[src/rtl/muldiv_if.sv]
// Request/response bundle between the core's execute stage and the
// iterative multiply/divide unit.
interface muldiv_if #(
  parameter int XLEN = 32
);
  logic            start;
  logic            flush;
  logic [2:0]      funct3;
  logic [XLEN-1:0] operand_a;
  logic [XLEN-1:0] operand_b;
  logic [4:0]      rd_address_in;
  logic            busy;
  logic            done;
  logic [XLEN-1:0] result;
  logic [4:0]      rd_address_out;
  logic            write_enable;

  modport master (
    output start, flush, funct3, operand_a, operand_b, rd_address_in,
    input  busy, done, result, rd_address_out, write_enable
  );

  modport slave (
    input  start, flush, funct3, operand_a, operand_b, rd_address_in,
    output busy, done, result, rd_address_out, write_enable
  );
endinterface

[src/rtl/muldiv_unit.sv]
// Iterative RV32M multiply/divide unit: radix-2 shift-add multiply and
// restoring divide on one 2*XLEN accumulator, with a single-cycle fast
// path for divide-by-zero and signed overflow.
module muldiv_unit #(
  parameter int XLEN  = 32,
  parameter int CNT_W = 6
) (
  input  logic     clock,
  input  logic     reset,
  muldiv_if.slave  bus
);
  typedef enum logic [1:0] {S_IDLE, S_MUL, S_DIV, S_DONE} state_t;

  localparam logic [XLEN-1:0] MIN_NEG = {1'b1, {(XLEN-1){1'b0}}};
  localparam logic [XLEN-1:0] ALL_ONE = {XLEN{1'b1}};

  state_t            state;
  logic [2:0]        op;
  logic [2*XLEN-1:0] acc;      // MUL: {partial, multiplier}; DIV: {rem, dividend/quotient}
  logic [XLEN-1:0]   opnd;     // multiplicand or divisor magnitude
  logic [CNT_W-1:0]  cnt;
  logic              neg;
  logic [XLEN-1:0]   result_q;
  logic [4:0]        rd_q;
  logic              done_q;
  logic              we_q;

  // Capture-time decode: signedness, magnitudes, fast-path detection
  logic            a_sgn, b_sgn, sign_a, sign_b, neg_cap;
  logic [XLEN-1:0] a_mag, b_mag, fast_res;
  logic            is_div, div_zero, div_ovf, fast;

  always_comb begin
    a_sgn    = (bus.funct3 == 3'd1) || (bus.funct3 == 3'd2) ||
               (bus.funct3 == 3'd4) || (bus.funct3 == 3'd6);
    b_sgn    = (bus.funct3 == 3'd1) || (bus.funct3 == 3'd4) || (bus.funct3 == 3'd6);
    sign_a   = a_sgn & bus.operand_a[XLEN-1];
    sign_b   = b_sgn & bus.operand_b[XLEN-1];
    a_mag    = sign_a ? -bus.operand_a : bus.operand_a;
    b_mag    = sign_b ? -bus.operand_b : bus.operand_b;
    // REM takes the dividend's sign; everything else the product of signs
    neg_cap  = (bus.funct3 == 3'd6) ? sign_a : (sign_a ^ sign_b);
    is_div   = bus.funct3[2];
    div_zero = (bus.operand_b == '0);
    div_ovf  = !bus.funct3[0] && (bus.operand_a == MIN_NEG) && (bus.operand_b == ALL_ONE);
    fast     = is_div && (div_zero || div_ovf);
    if (bus.funct3[1]) fast_res = div_zero ? bus.operand_a : '0;
    else               fast_res = div_zero ? ALL_ONE : MIN_NEG;
  end

  // One iteration of each algorithm plus the sign-corrected final result
  logic [XLEN:0]     mul_sum, rem_sh, diff;
  logic [2*XLEN-1:0] mul_next, div_next, prod_fix;
  logic [XLEN-1:0]   mul_res, div_val, div_res;
  logic              last;

  always_comb begin
    mul_sum  = {1'b0, acc[2*XLEN-1:XLEN]} + (acc[0] ? {1'b0, opnd} : '0);
    mul_next = {mul_sum, acc[XLEN-1:1]};
    rem_sh   = acc[2*XLEN-1:XLEN-1];
    diff     = rem_sh - {1'b0, opnd};
    div_next = diff[XLEN] ? {rem_sh[XLEN-1:0], acc[XLEN-2:0], 1'b0}
                          : {diff[XLEN-1:0],   acc[XLEN-2:0], 1'b1};
    prod_fix = neg ? -mul_next : mul_next;
    mul_res  = (op == 3'd0) ? mul_next[XLEN-1:0] : prod_fix[2*XLEN-1:XLEN];
    div_val  = op[1] ? div_next[2*XLEN-1:XLEN] : div_next[XLEN-1:0];
    div_res  = neg ? -div_val : div_val;
    last     = (cnt == CNT_W'(XLEN-1));
  end

  // Control FSM and datapath registers; flush overrides everything
  always_ff @(posedge clock or posedge reset) begin
    if (reset) begin
      state    <= S_IDLE;
      op       <= '0;
      acc      <= '0;
      opnd     <= '0;
      cnt      <= '0;
      neg      <= 1'b0;
      result_q <= '0;
      rd_q     <= '0;
      done_q   <= 1'b0;
      we_q     <= 1'b0;
    end else begin
      done_q <= 1'b0;
      we_q   <= 1'b0;
      if (bus.flush) begin
        state <= S_IDLE;
      end else begin
        case (state)
          S_IDLE: if (bus.start) begin
            op   <= bus.funct3;
            rd_q <= bus.rd_address_in;
            neg  <= neg_cap;
            cnt  <= '0;
            if (fast) begin
              result_q <= fast_res;
              done_q   <= 1'b1;
              we_q     <= (bus.rd_address_in != 5'd0);
              state    <= S_DONE;
            end else if (is_div) begin
              acc   <= {{XLEN{1'b0}}, a_mag};
              opnd  <= b_mag;
              state <= S_DIV;
            end else begin
              acc   <= {{XLEN{1'b0}}, b_mag};
              opnd  <= a_mag;
              state <= S_MUL;
            end
          end
          S_MUL: begin
            acc <= mul_next;
            cnt <= cnt + CNT_W'(1);
            if (last) begin
              result_q <= mul_res;
              done_q   <= 1'b1;
              we_q     <= (rd_q != 5'd0);
              state    <= S_DONE;
            end
          end
          S_DIV: begin
            acc <= div_next;
            cnt <= cnt + CNT_W'(1);
            if (last) begin
              result_q <= div_res;
              done_q   <= 1'b1;
              we_q     <= (rd_q != 5'd0);
              state    <= S_DONE;
            end
          end
          default: state <= S_IDLE;
        endcase
      end
    end
  end

  assign bus.busy           = (state != S_IDLE);
  assign bus.done           = done_q;
  assign bus.result         = result_q;
  assign bus.rd_address_out = rd_q;
  assign bus.write_enable   = we_q;
endmodule

[src/flat_wrapper.sv]
// flat-port wrapper written by rule: the top's interface ports become plain ports
module muldiv_unit_flat 
#(
  parameter int XLEN  = 32,
  parameter int CNT_W = 6
)
  (clock, reset, bus_start, bus_flush, bus_funct3, bus_operand_a, bus_operand_b, bus_rd_address_in, bus_busy, bus_done, bus_result, bus_rd_address_out, bus_write_enable);
  muldiv_if #(.XLEN(XLEN)) bus_i ();
  input  logic clock;
  input  logic reset;
  input wire logic [$bits(bus_i.start)-1:0] bus_start;
  input wire logic [$bits(bus_i.flush)-1:0] bus_flush;
  input wire logic [$bits(bus_i.funct3)-1:0] bus_funct3;
  input wire logic [$bits(bus_i.operand_a)-1:0] bus_operand_a;
  input wire logic [$bits(bus_i.operand_b)-1:0] bus_operand_b;
  input wire logic [$bits(bus_i.rd_address_in)-1:0] bus_rd_address_in;
  output wire logic [$bits(bus_i.busy)-1:0] bus_busy;
  output wire logic [$bits(bus_i.done)-1:0] bus_done;
  output wire logic [$bits(bus_i.result)-1:0] bus_result;
  output wire logic [$bits(bus_i.rd_address_out)-1:0] bus_rd_address_out;
  output wire logic [$bits(bus_i.write_enable)-1:0] bus_write_enable;
  assign bus_i.start = bus_start;
  assign bus_i.flush = bus_flush;
  assign bus_i.funct3 = bus_funct3;
  assign bus_i.operand_a = bus_operand_a;
  assign bus_i.operand_b = bus_operand_b;
  assign bus_i.rd_address_in = bus_rd_address_in;
  assign bus_busy = bus_i.busy;
  assign bus_done = bus_i.done;
  assign bus_result = bus_i.result;
  assign bus_rd_address_out = bus_i.rd_address_out;
  assign bus_write_enable = bus_i.write_enable;
  muldiv_unit #(.XLEN(XLEN), .CNT_W(CNT_W)) u_core (.clock(clock), .reset(reset), .bus(bus_i));
endmodule
[config.mk]
export PLATFORM = sky130hd
export DESIGN_NAME = muldiv_unit_flat
export DESIGN_NICKNAME = d
export VERILOG_FILES = /design/src/rtl/muldiv_if.sv /design/src/rtl/muldiv_unit.sv /design/src/flat_wrapper.sv
export SDC_FILE = /design/constraint.sdc
export NUM_CORES = 1
export LEC_CHECK = 0
export BUFFER_PORTS_ARGS = -buffer_cell sky130_fd_sc_hd__buf_2
export CORE_MARGIN = 8
export CORE_UTILIZATION = 60
export DETAILED_ROUTE_END_ITERATION = 6
export PLACE_DENSITY = 0.84
export SLEW_MARGIN = 0
export SYNTH_ARGS = -nofsm -noshare
export SYNTH_HDL_FRONTEND = slang
export SYNTH_SLANG_ARGS = --single-unit
export TNS_END_PERCENT = 5
[constraint.sdc]
create_clock -name clock -period 11.2 [get_ports clock]
set_clock_uncertainty 0.05 [all_clocks]
set_input_delay 0.56 -clock clock [delete_from_list [all_inputs] [get_ports clock]]
set_output_delay 0.56 -clock clock [all_outputs]
set_load 0.01 [all_outputs]
# Word level (Yosys, flattened, before mapping)

Cells that the tools add are included.

Equality and inequality tests: 16
Mux-type cells: 40
$add $sub $neg: 7
Reductions and logical operators: 25
Bitwise gates (word level): 5

Operators with widths:

| operator                                              | count |
|---|---|
| 2-to-1 mux 32 bit                                     | 14 |
| 2-to-1 mux 64 bit                                     | 4 |
| case mux 64 bit (3 select lines)                      | 1 |
| negation 32 bit                                       | 3 |
| case mux 32 bit (3 select lines)                      | 1 |
| equality test 32 bit, second input constant           | 2 |
| negation 64 bit                                       | 1 |
| adder 32 x 33 -> 33 bit                               | 1 |
| subtractor 33 x 32 -> 33 bit                          | 1 |
| zero test 32 bit                                      | 1 |
| 2-to-1 mux 31 bit                                     | 1 |
| case mux 6 bit (2 select lines)                       | 1 |
| 2-to-1 mux 2 bit                                      | 5 |
| nonzero test 5 bit                                    | 2 |
| 2-to-1 mux 1 bit                                      | 9 |
| AND reduction 4 bit                                   | 2 |
| adder 6 x 1 -> 6 bit, second input constant           | 1 |
| equality test 3 bit, second input constant            | 2 |
| equality test 6 x 5 -> 1 bit, second input constant   | 1 |
| logical OR 1 bit                                      | 6 |
| 2-to-1 mux 6 bit                                      | 1 |
| inequality test 2 x 1 -> 1 bit, second input constant | 3 |
| AND reduction 3 bit                                   | 2 |
| AND reduction 6 bit                                   | 1 |
| other kinds (20)                                      | 27 |

Logic and storage cells: 103
Output and inout bits: 40
Register bits after elaboration: 147
Bits of input ports: 76

# Longest topological paths before layout

Gate-level depths: netlist (run 1).

Word-level depth: 10
Gate-level depth with buffers: 19

# Least setup slack after synthesis (run 1)

OpenSTA, ideal clock, no wires.

Path type: flip-flop to flip-flop
Start: register u_core.acc[0]
End: register u_core.result_q[29], in the netlist u_core.bus.result[29]
Library setup time: 87 ps
Setup slack: 6,788 ps
Arrival: 4,275 ps
Cell stages (with the launch flop): 19
Path buffers: 2
Cell sequence: dfrtp_1 > clkbuf_1 > clkbuf_1 > and2_1 > ha_1 > inv_1 > fa_1 > nand2b_1 > a21oi_1 > o2111ai_1 > and3_1 > o221a_2 > a211oi_1 > nand4b_2 > or4_4 > o31ai_1 > xor2_1 > a2111o_1 > o211ai_1

Word-level cells in the longest chain between the ends: 7
Elaborated cells on any way between the ends: 12
Classes of those cells: add/sub: 3; mux: 9

Ends and longest elaborated chain:

| what                               | RTL line           | source |
|---|---|---|
| start, declared                    | muldiv_unit.sv:19  | `logic [2*XLEN-1:0] acc;` |
| start signal, assigned             | muldiv_unit.sv:102 | `acc <= {{XLEN{1'b0}}, a_mag};` |
| start signal, assigned             | muldiv_unit.sv:106 | `acc <= {{XLEN{1'b0}}, b_mag};` |
| start signal, assigned             | muldiv_unit.sv:112 | `acc <= mul_next;` |
| 2-to-1 mux 32 bit                  | muldiv_unit.sv:58  | `mul_sum = {1'b0, acc[2*XLEN-1:XLEN]} + (acc[0] ? {1'b0, opnd} : '0);` |
| adder 32 x 33 -> 33 bit            | muldiv_unit.sv:58  |  |
| negation 64 bit                    | muldiv_unit.sv:64  | `prod_fix = neg ? -mul_next : mul_next;` |
| 2-to-1 mux 64 bit                  | muldiv_unit.sv:64  |  |
| 2-to-1 mux 32 bit                  | muldiv_unit.sv:65  | `mul_res = (op == 3'd0) ? mul_next[XLEN-1:0] : prod_fix[2*XLEN-1:XLEN];` |
| 2-to-1 mux 32 bit                  | muldiv_unit.sv:114 | `if (last) begin` |
| case mux 32 bit (3 select lines) * | muldiv_unit.sv:90  | `case (state)` |
| end signal, assigned               | muldiv_unit.sv:97  | `result_q <= fast_res;` |
| end signal, assigned               | muldiv_unit.sv:115 | `result_q <= mul_res;` |
| end signal, assigned               | muldiv_unit.sv:125 | `result_q <= div_res;` |
| end, declared                      | muldiv_unit.sv:23  | `logic [XLEN-1:0] result_q;` |

Every way passes the cells marked *; elsewhere a longest branch is shown, timed or not. The select of a mux whose other input is x is not followed.
A chain may end at the register's enable or synchronous reset.

# Final worst setup path (run 1)

Same ends and word-level chain as after synthesis.

==> results of run 1 <==
[path summary, 6_finish.rpt]
check | depth (start not counted) | slack, ns | to
min in group clock | 2 | 0.33 | u_core.bus.rd_address_out[3]$_DFFE_PP0P_
setup reg to reg | 15 | 5.37 | u_core.bus.result[29]$_DFFE_PP0P_
hold reg to reg | 2 | 0.43 | u_core.bus.result[1]$_DFFE_PP0P_
max in group asynchronous | 3 | 9.34 | u_core.op[1]$_DFFE_PP0P_
hold / removal | 2 | 0.23 | u_core.acc[5]$_DFFE_PP0P_
setup / recovery | 15 | 5.37 | u_core.bus.result[29]$_DFFE_PP0P_
[per-stage QoR]
step / instances / power [uW]
final: 2689 / 4140
after detailed placement: 2655 / 3380
after global routing: 2687 / 4340
after floorplan: 2291 / 2620
after global placement: 2655 / 3340
after CTS: 2687 / 4010
[synth_stat cells (31+ instances only)]
cell type / count
nor2_1: 189
a21o_1: 31
buf_2: 33
nand2_1: 304
o21ai_0: 268
inv_1: 71
and2_1: 50
o31ai_1: 38
a21oi_1: 199
xnor2_1: 84
nand3_1: 32
ha_1: 72
xor2_1: 72
nor3_1: 46
clkbuf_1: 101
dfrtp_1: 147
[power groups by stage]
| stage | logic, uW | clock network, uW | registers, uW |
|---|---|---|---|
| 2_1_floorplan | 1750 | 0 | 865 |
| 3_3_place_gp | 2330 | 0 | 1000 |
| 3_5_place_dp | 2370 | 0 | 1010 |
| 4_1_cts | 2390 | 612 | 1000 |
| 5_1_grt | 2670 | 634 | 1050 |
| 6_report | 2480 | 615 | 1040 |
[cell type report]
class                           instances  area, sq um
Sequential cell                       147         3680
Antenna cell                            2         5.00
Fill cell                            2478         9660
Clock buffer                           23          498
Inverter                               74          283
Multi-Input combinational cell       1923        12100
Clock inverter                          9          118
Timing Repair Buffer                  133          713
Tap cell                              378          473
[critical path: stages, from the launching register on]
cell	delay [ns]
dfrtp_1	1.11
nand2_1	0.25
inv_1	0.12
ha_1	0.24
a211oi_2	0.34
o21ai_1	0.21
o211ai_1	0.41
nand2_1	0.17
o311ai_1	0.67
and4b_1	0.43
nand4b_2	0.25
or4_4	0.52
o31ai_1	0.32
xor2_1	0.15
a2111o_1	0.43
o211ai_1	0.09
[cell families after synthesis]
group | after synthesis
AOI/OAI and AO/OA | 835
xor gates and xnor gates | 156
adders and majority gates | 74
buffers and inverters | 221
DFF | 147
muxes | 47
and+or+nand+nor | 811
[layer usage]
| metal | wire length (microns) | global-route usage [%] | share of wire, % |
|---|---|---|---|
| met3 | 9000 | 11.6 | 14 |
| met5 | 13 | 0 | 0.020 |
| met4 | 2500 | 14.4 | 3.8 |
| met2 | 27200 | 55.4 | 42 |
| met1 | 26200 | 51.4 | 40 |
[state kept, by name (all words and copies together) (netlist names)]
signal	flops
u_core.bus.done	1
u_core.state	2
u_core.bus.result	32
u_core.cnt	6
u_core.bus.write_enable	1
u_core.acc	64
u_core.op	3
u_core.bus.rd_address_out	5
u_core.neg	1
u_core.opnd	32
==> flow_summary.rst, run 1 <==
.. list-table::
   :header-rows: 1

   * - Metric
     - Value
   * - Result of the run
     - complete, no violations
   * - Post-synthesis cell type with the largest combined area
     - dfrtp_1
   * - Kind of launch point of the worst setup path
     - flip-flop
   * - Overflow left after global routing
     - 0
   * - Fraction of final layout cells sized beyond drive strength 1
     - between 10% and 20%
   * - Commonest non-fill, non-tap cells in the layout
     - 303 x nand2_1, 268 x o21ai_0, 199 x a21oi_1
   * - Clock transition at the registers of the reported paths
     - 0.07 ns
   * - Sequential cell area fraction in the yosys report
     - 22.1%
   * - IR drop worst, VDD
     - 223 uV
   * - Synth async-reset ratio
     - 100%
   * - Post-synthesis instance total
     - 2291
   * - Design Area, Final
     - approximately 0.018 sq mm
   * - Die width
     - ~180 microns
   * - Mean area per synthesized cell
     - ~7.3 sq um
   * - Post-DP HPWL
     - 48800 microns
   * - Number of antenna violations at the first check in global routing
     - 3
   * - Synth Area in Simple Gates
     - 23.6%
   * - Worst setup path class
     - reg -> reg
   * - Number of CTS-inserted buffers
     - 17
   * - DP Worst Slack
     - 5.61 ns
   * - Total Wirelength
     - 64800 microns
   * - Number of standard-cell rows in the floorplan
     - 61
   * - Final weighted congestion of routability-driven global placement
     - 1.02
   * - Maximum net fanout on the critical path
     - 36
   * - PortBufs
     - 115
   * - Portion of total power attributed to the clock network
     - between 10% and 20%
   * - Setup repair after global routing missed its margin
     - no
   * - FF-to-FF Start
     - u_core.acc[0]$_DFFE_PP0P_
   * - Die area
     - 0.0334 sq mm
   * - Area after DPL
     - 0.0173 sq mm
   * - Relative slew slack
     - 15.3%
   * - Main combinational cell family by area after synthesis
     - compound AO/OA/AOI/OAI gates
   * - Antenna Violating Nets Remaining
     - 0
   * - Classification of the worst-slack hold path
     - in -> async
   * - Net count of the mapped netlist
     - approximately 2400
   * - Register bit count reported by yosys
     - 147
   * - Total via count in the routed design
     - about 19000
   * - Slew at the pin closest to its max-slew limit
     - 1.27 ns
   * - First-pass GRT wire length
     - 99700 microns
   * - Clock tree sinks
     - 147
   * - Iteration-0 DRC Markers
     - 2820
   * - Largest net degree at the start of global routing
     - a little over 100
   * - Cell at the root of the clock tree
     - clkbuf_16
   * - EDFF count, synth
     - 0
   * - DR pass1 iterations
     - 6
   * - Timing startpoint of the critical path
     - u_core.acc[0]$_DFFE_PP0P_
   * - Clock tree from TritonCTS
     - built
   * - Number of warnings printed during yosys synthesis
     - 0
   * - Final Hold Slack
     - 0.234 ns
   * - Count of maximum capacitance violations
     - 0
   * - H-Tree Level Count
     - 4
   * - Setup WS post-layout
     - 5.37 ns
   * - Static Leakage
     - 0.00763 uW
   * - Final-stage net count
     - 2446
   * - Element type at the critical path end
     - flip-flop
   * - Clock latency on the worst-skew pair
     - ~0.44 ns
   * - All-Layer GR Usage
     - 37.8%
   * - Detail-routed via count per cell
     - 7.01
   * - Power per cell area
     - 231 mW/mm^2
   * - Sequential power share
     - 25.1%
   * - Clock Tree Buf Depth
     - 2
   * - Initial Utilization
     - 60.5%
   * - Main area contributors after synthesis
     - dfrtp_1 22%, o21ai_0 8.0%, nand2_1 6.8%
   * - Area share of the largest cell type after synthesis
     - 22.1%
   * - Adder-cell share of the synthesized area
     - about 5.6%
   * - Setup TNS after final layout
     - 0 ns
   * - Net switching power of the design
     - 2220 uW
   * - Post-synth top flop
     - dfrtp_1
   * - Part of the cycle the worst path needs
     - 52.1%
   * - Number of unique standard cell types used by synthesis
     - 110
   * - Share of total power in combinational logic
     - 60.0%
   * - Number of endpoints failing setup at the final stage
     - 0
   * - Die height
     - 183 microns
   * - Peak clock frequency supported by timing
     - ~0.17 GHz
   * - Portion of netlist area occupied by mux cells
     - 2.97%
   * - Most common library cell in the layout ignoring fill and taps
     - nand2_1
   * - Area Overhead vs Synth
     - 7.28%
   * - Internal power component
     - 1920 uW
   * - Max-slew violations
     - 0
   * - Final Hold Vio Count
     - 0
   * - Number of global-route vias before repair
     - 17395
   * - Area fraction in compound gates after synthesis
     - about a third
   * - Post-cts repair resize count
     - 0
   * - Post-synthesis share of cell area spent on xor and xnor gates
     - slightly above 8%
   * - DRC violation count after routing
     - 0
   * - Post-CTS Hold Buffers
     - 0
   * - Data required time at the worst endpoint
     - 11.51 ns
   * - Placeable core region
     - 0.0276 sq mm
   * - Switch share
     - 53.6%
   * - Crit path time final
     - 5.83 ns
   * - Average wire length per cell after detail routing
     - 24.1 microns
   * - Post CTS Setup Buffer Count
     - 0
   * - Final core area utilization
     - 64.9%
   * - Summed instance area of the synthesized netlist
     - between 0.015 and 0.02 sq mm
   * - Num ports
     - 116
   * - Arrival time reported for the critical path endpoint
     - just over 6 ns
Note: power is estimated with default switching activity, not from simulation.
==> inputs of run 2 (changes only) <==
CORE_UTILIZATION = 57   (was 60)
clock period = 4.7 ns   (was 11.2 ns; I/O delays follow)
==> run 2 against run 1 <==
Net effect: the flow now finishes with violations (DRC); clock power grew 120%; setup slack lost 5.3 ns; total power grew 150%; combinational power grew to 2.6 times the previous value; sequential power grew 130%; worst hold slack lost 0.22 ns; critical path type unchanged; largest cell class unchanged.
==> flow_summary.rst, run 2 (synthesis gave the netlist of run 1 again) <==
.. list-table::
   :header-rows: 1

   * - Metric
     - Value
   * - Clock tree sinks
     - 147 (unchanged)
   * - Final-stage net count
     - 2538 (+3.8%)
   * - Sequential standard cell area
     - 0.00368 sq mm (unchanged)
   * - Multi-input logic area
     - 0.0122 sq mm (+0.83%)
   * - Fraction of final layout cells sized beyond drive strength 1
     - 14.8% (+3.8 points)
   * - Kind of launch point of the worst setup path
     - flip-flop
   * - Num ports
     - 116 (unchanged)
   * - Antenna Violating Nets Remaining
     - 0 (unchanged)
   * - Non-filler instance count after layout
     - 2785 (+3.6%)
   * - Slew at the pin closest to its max-slew limit
     - 0.943 ns (-0.325 ns)
   * - Placeable core region
     - 0.0288 sq mm (+4.5%)
   * - Worst setup path class
     - reg -> reg
   * - Element type at the critical path end
     - flip-flop
   * - Failing checks
     - DRC
   * - Number of antenna cells inserted
     - 0 (-2)
   * - DRC violation count after routing
     - 50 (+50)
   * - Cell with the largest stage delay on the worst path
     - a2111oi_4
   * - Die width
     - 187 microns (+2.4%)
   * - Initial Utilization
     - 58.0% (-2.6 points)
   * - Register name with the most flops
     - u_core.acc
   * - DR pass1 iterations
     - 7 (+1)
   * - Clock latency on the worst-skew pair
     - 0.45 ns (about the same)
   * - Clock Tree Buf Depth
     - 2 (unchanged)
   * - Max-slew violations
     - 0 (unchanged)
   * - Number of antenna violations at the first check in global routing
     - 3 (unchanged)
   * - Area after DPL
     - 0.0180 sq mm (+3.9%)
   * - Iteration-0 DRC Markers
     - 2756 (-2.3%)
   * - Part of the cycle the worst path needs
     - 97.8% (+46 points)
   * - Crit path time final
     - 4.60 ns (-1.24 ns)
   * - Die height
     - 187 microns (+2.4%)
   * - Final weighted congestion of routability-driven global placement
     - 1.05 (+3.4%)
   * - Number of CTS-inserted buffers
     - 17 (unchanged)
   * - Power per cell area
     - 547 mW/mm^2 (+140%)
   * - H-Tree Level Count
     - 4 (unchanged)
   * - Most common library cell in the layout ignoring fill and taps
     - nand2_1
   * - PortBufs
     - 115 (unchanged)
   * - Clock transition at the registers of the reported paths
     - 0.07 ns (about the same)
   * - Detail-routed via count per cell
     - 6.97 (-0.46%)
   * - Maximum net fanout on the critical path
     - 14 (-61%)
   * - Post-DP HPWL
     - 50300 microns (+3.0%)
   * - Number of endpoints failing setup at the final stage
     - 0 (unchanged)
   * - Number of standard-cell rows in the floorplan
     - 62 (+1.6%)
   * - Count of maximum capacitance violations
     - 0 (unchanged)
   * - Final Hold Vio Count
     - 0 (unchanged)
   * - Average wire length per cell after detail routing
     - 24.1 microns (-0.19%)
   * - Commonest non-fill, non-tap cells in the layout
     - 303 x nand2_1, 267 x o21ai_0, 197 x a21oi_1
   * - All-Layer GR Usage
     - 36.5% (-1.3 points)
   * - Peak clock frequency supported by timing
     - 0.217 GHz (+27%)
   * - Total via count in the routed design
     - 19424 (+3.1%)
   * - Area Overhead vs Synth
     - 12.0%
   * - Number of filler cells placed in the layout
     - 2504 (+1.0%)
   * - Result of the run
     - complete, but fails checks
   * - First-pass GRT wire length
     - 103000 microns (+2.8%)
   * - Classification of the worst-slack hold path
     - in -> reg
   * - Number of global-route vias before repair
     - 18255 (+4.9%)
   * - Clock tree from TritonCTS
     - built
   * - Relative slew slack
     - 36.7% (+21 points)
   * - Cell at the root of the clock tree
     - clkbuf_16
   * - Design Area, Final
     - 0.0187 sq mm (+4.4%)
   * - Static Leakage
     - 0.00808 uW (+5.9%)
   * - Die area
     - 0.0350 sq mm (+4.8%)
   * - Number of instances in the placed design
     - 2746 (+3.4%)
   * - Cells along the critical path
     - inv_1, ha_1, fa_1, nor2b_2, o31a_1, o21ai_2, a2111oi_4, nor3_1, buf_4, nor2_2, buf_6, nand2_1, a31oi_1, o31ai_1, xnor2_1, a221oi_1, o21ai_1
   * - Total Wirelength
     - 67000 microns (+3.4%)
   * - Critical Path Max Stage Delay
     - 0.50 ns (-0.61 ns)
   * - Largest net degree at the start of global routing
     - 104 (+0.97%)
   * - Overflow left after global routing
     - 0 (unchanged)
   * - Arrival time reported for the critical path endpoint
     - 4.87 ns (-1.28 ns)
   * - Flip-flop count of the largest register after layout
     - 64 (unchanged)
   * - IR drop worst, VDD
     - 366 uV (+64%)
   * - Data required time at the worst endpoint
     - 4.97 ns (-6.54 ns)
-- run 2: cell count changes in the layout (fill, tap and decap cells not counted), moves of 3 or more --
cell,before,now
clkbuf_1,1,4
buf_4,19,101
buf_12,0,3
clkbuf_8,5,0
o31ai_2,0,3
o31ai_1,38,35
dlygate4sd3_1,0,5
-- run 2: stage by stage --
| stage | hold WS (ns) | power (uW) | setup TNS [ns] | utilization, % | setup WS (ns) |
|---|---|---|---|---|---|
| CTS | 0.00393 | 9730 | 0 | 64.5 | 0.0433 |
| floorplan | 0.336 | 6240 | 0 | - | 0.288 |
| global route | 0.0123 | 10600 | -0.0121 | 64.9 | -0.0121 |
| global placement | 0.407 | 8200 | 0 | 62.4 | 0.120 |
| detailed placement | 0.420 | 8340 | 0 | 62.4 | 0.0570 |
| finish | 0.0123 | 10200 | 0 | 64.9 | 0.102 |
-- run 2: report_power, final --
part,internal [uW],leakage [uW],total (uW),switching (uW)
Clock,732,0.000252,1350,618
Sequential,1680,0.00191,2340,660
Combinational,2320,0.00592,6520,4200
-- run 2: path summary, 6_finish.rpt --
path,depth (start not counted),slack [ns],to,startpoint
setup reg to reg,17,0.10,u_core.bus.result[7]$_DFFE_PP0P_,u_core.acc[31]$_DFFE_PP0P_
hold reg to reg,2,0.44,u_core.bus.result[7]$_DFFE_PP0P_,u_core.bus.result[7]$_DFFE_PP0P_
hold / removal,2,0.01,u_core.bus.rd_address_out[3]$_DFFE_PP0P_,bus_rd_address_in[3]
min in group asynchronous,3,0.44,u_core.opnd[6]$_DFFE_PP0P_,reset
setup / recovery,17,0.10,u_core.bus.result[7]$_DFFE_PP0P_,u_core.acc[31]$_DFFE_PP0P_
max in group asynchronous,4,3.08,u_core.acc[58]$_DFFE_PP0P_,reset
-- run 2: cell type report --
class                   count  area share (%)
multi-input cells        1923            65.5
clock inverters            11           0.569
flip-flops and latches    147            19.7
clock buffers              21            2.36
inverters                  74            1.51
well taps                 384            2.57
repair buffers            225            7.83
-- run 2: critical path, delay by kind of cell (launching register included) --
| family | cells | cell delay [ns] |
|---|---|---|
| compound gates | 7 | 1.98 |
| flops | 1 | 0.37 |
| buf+inv | 3 | 0.56 |
| simple gates | 4 | 0.69 |
| xor+xnor | 1 | 0.17 |
| fa+ha+maj | 2 | 0.67 |
-- run 2: routing by layer --
layer	up-vias	part of all wire [%]	global-route usage, %
met4	4	4.8	16.2
met2	1459	42	54.0
met3	266	16	14.4
met5	-	0.039	0
met1	9080	38	46.3
li1	8615	-	-
-- run 2: timing repair --
item	CTS	global route
setup endpoints to repair	0	14
hold buffers	5	0
endpoints found under the hold margin	88	0
buffers inserted	0	2
resized for setup	0	26
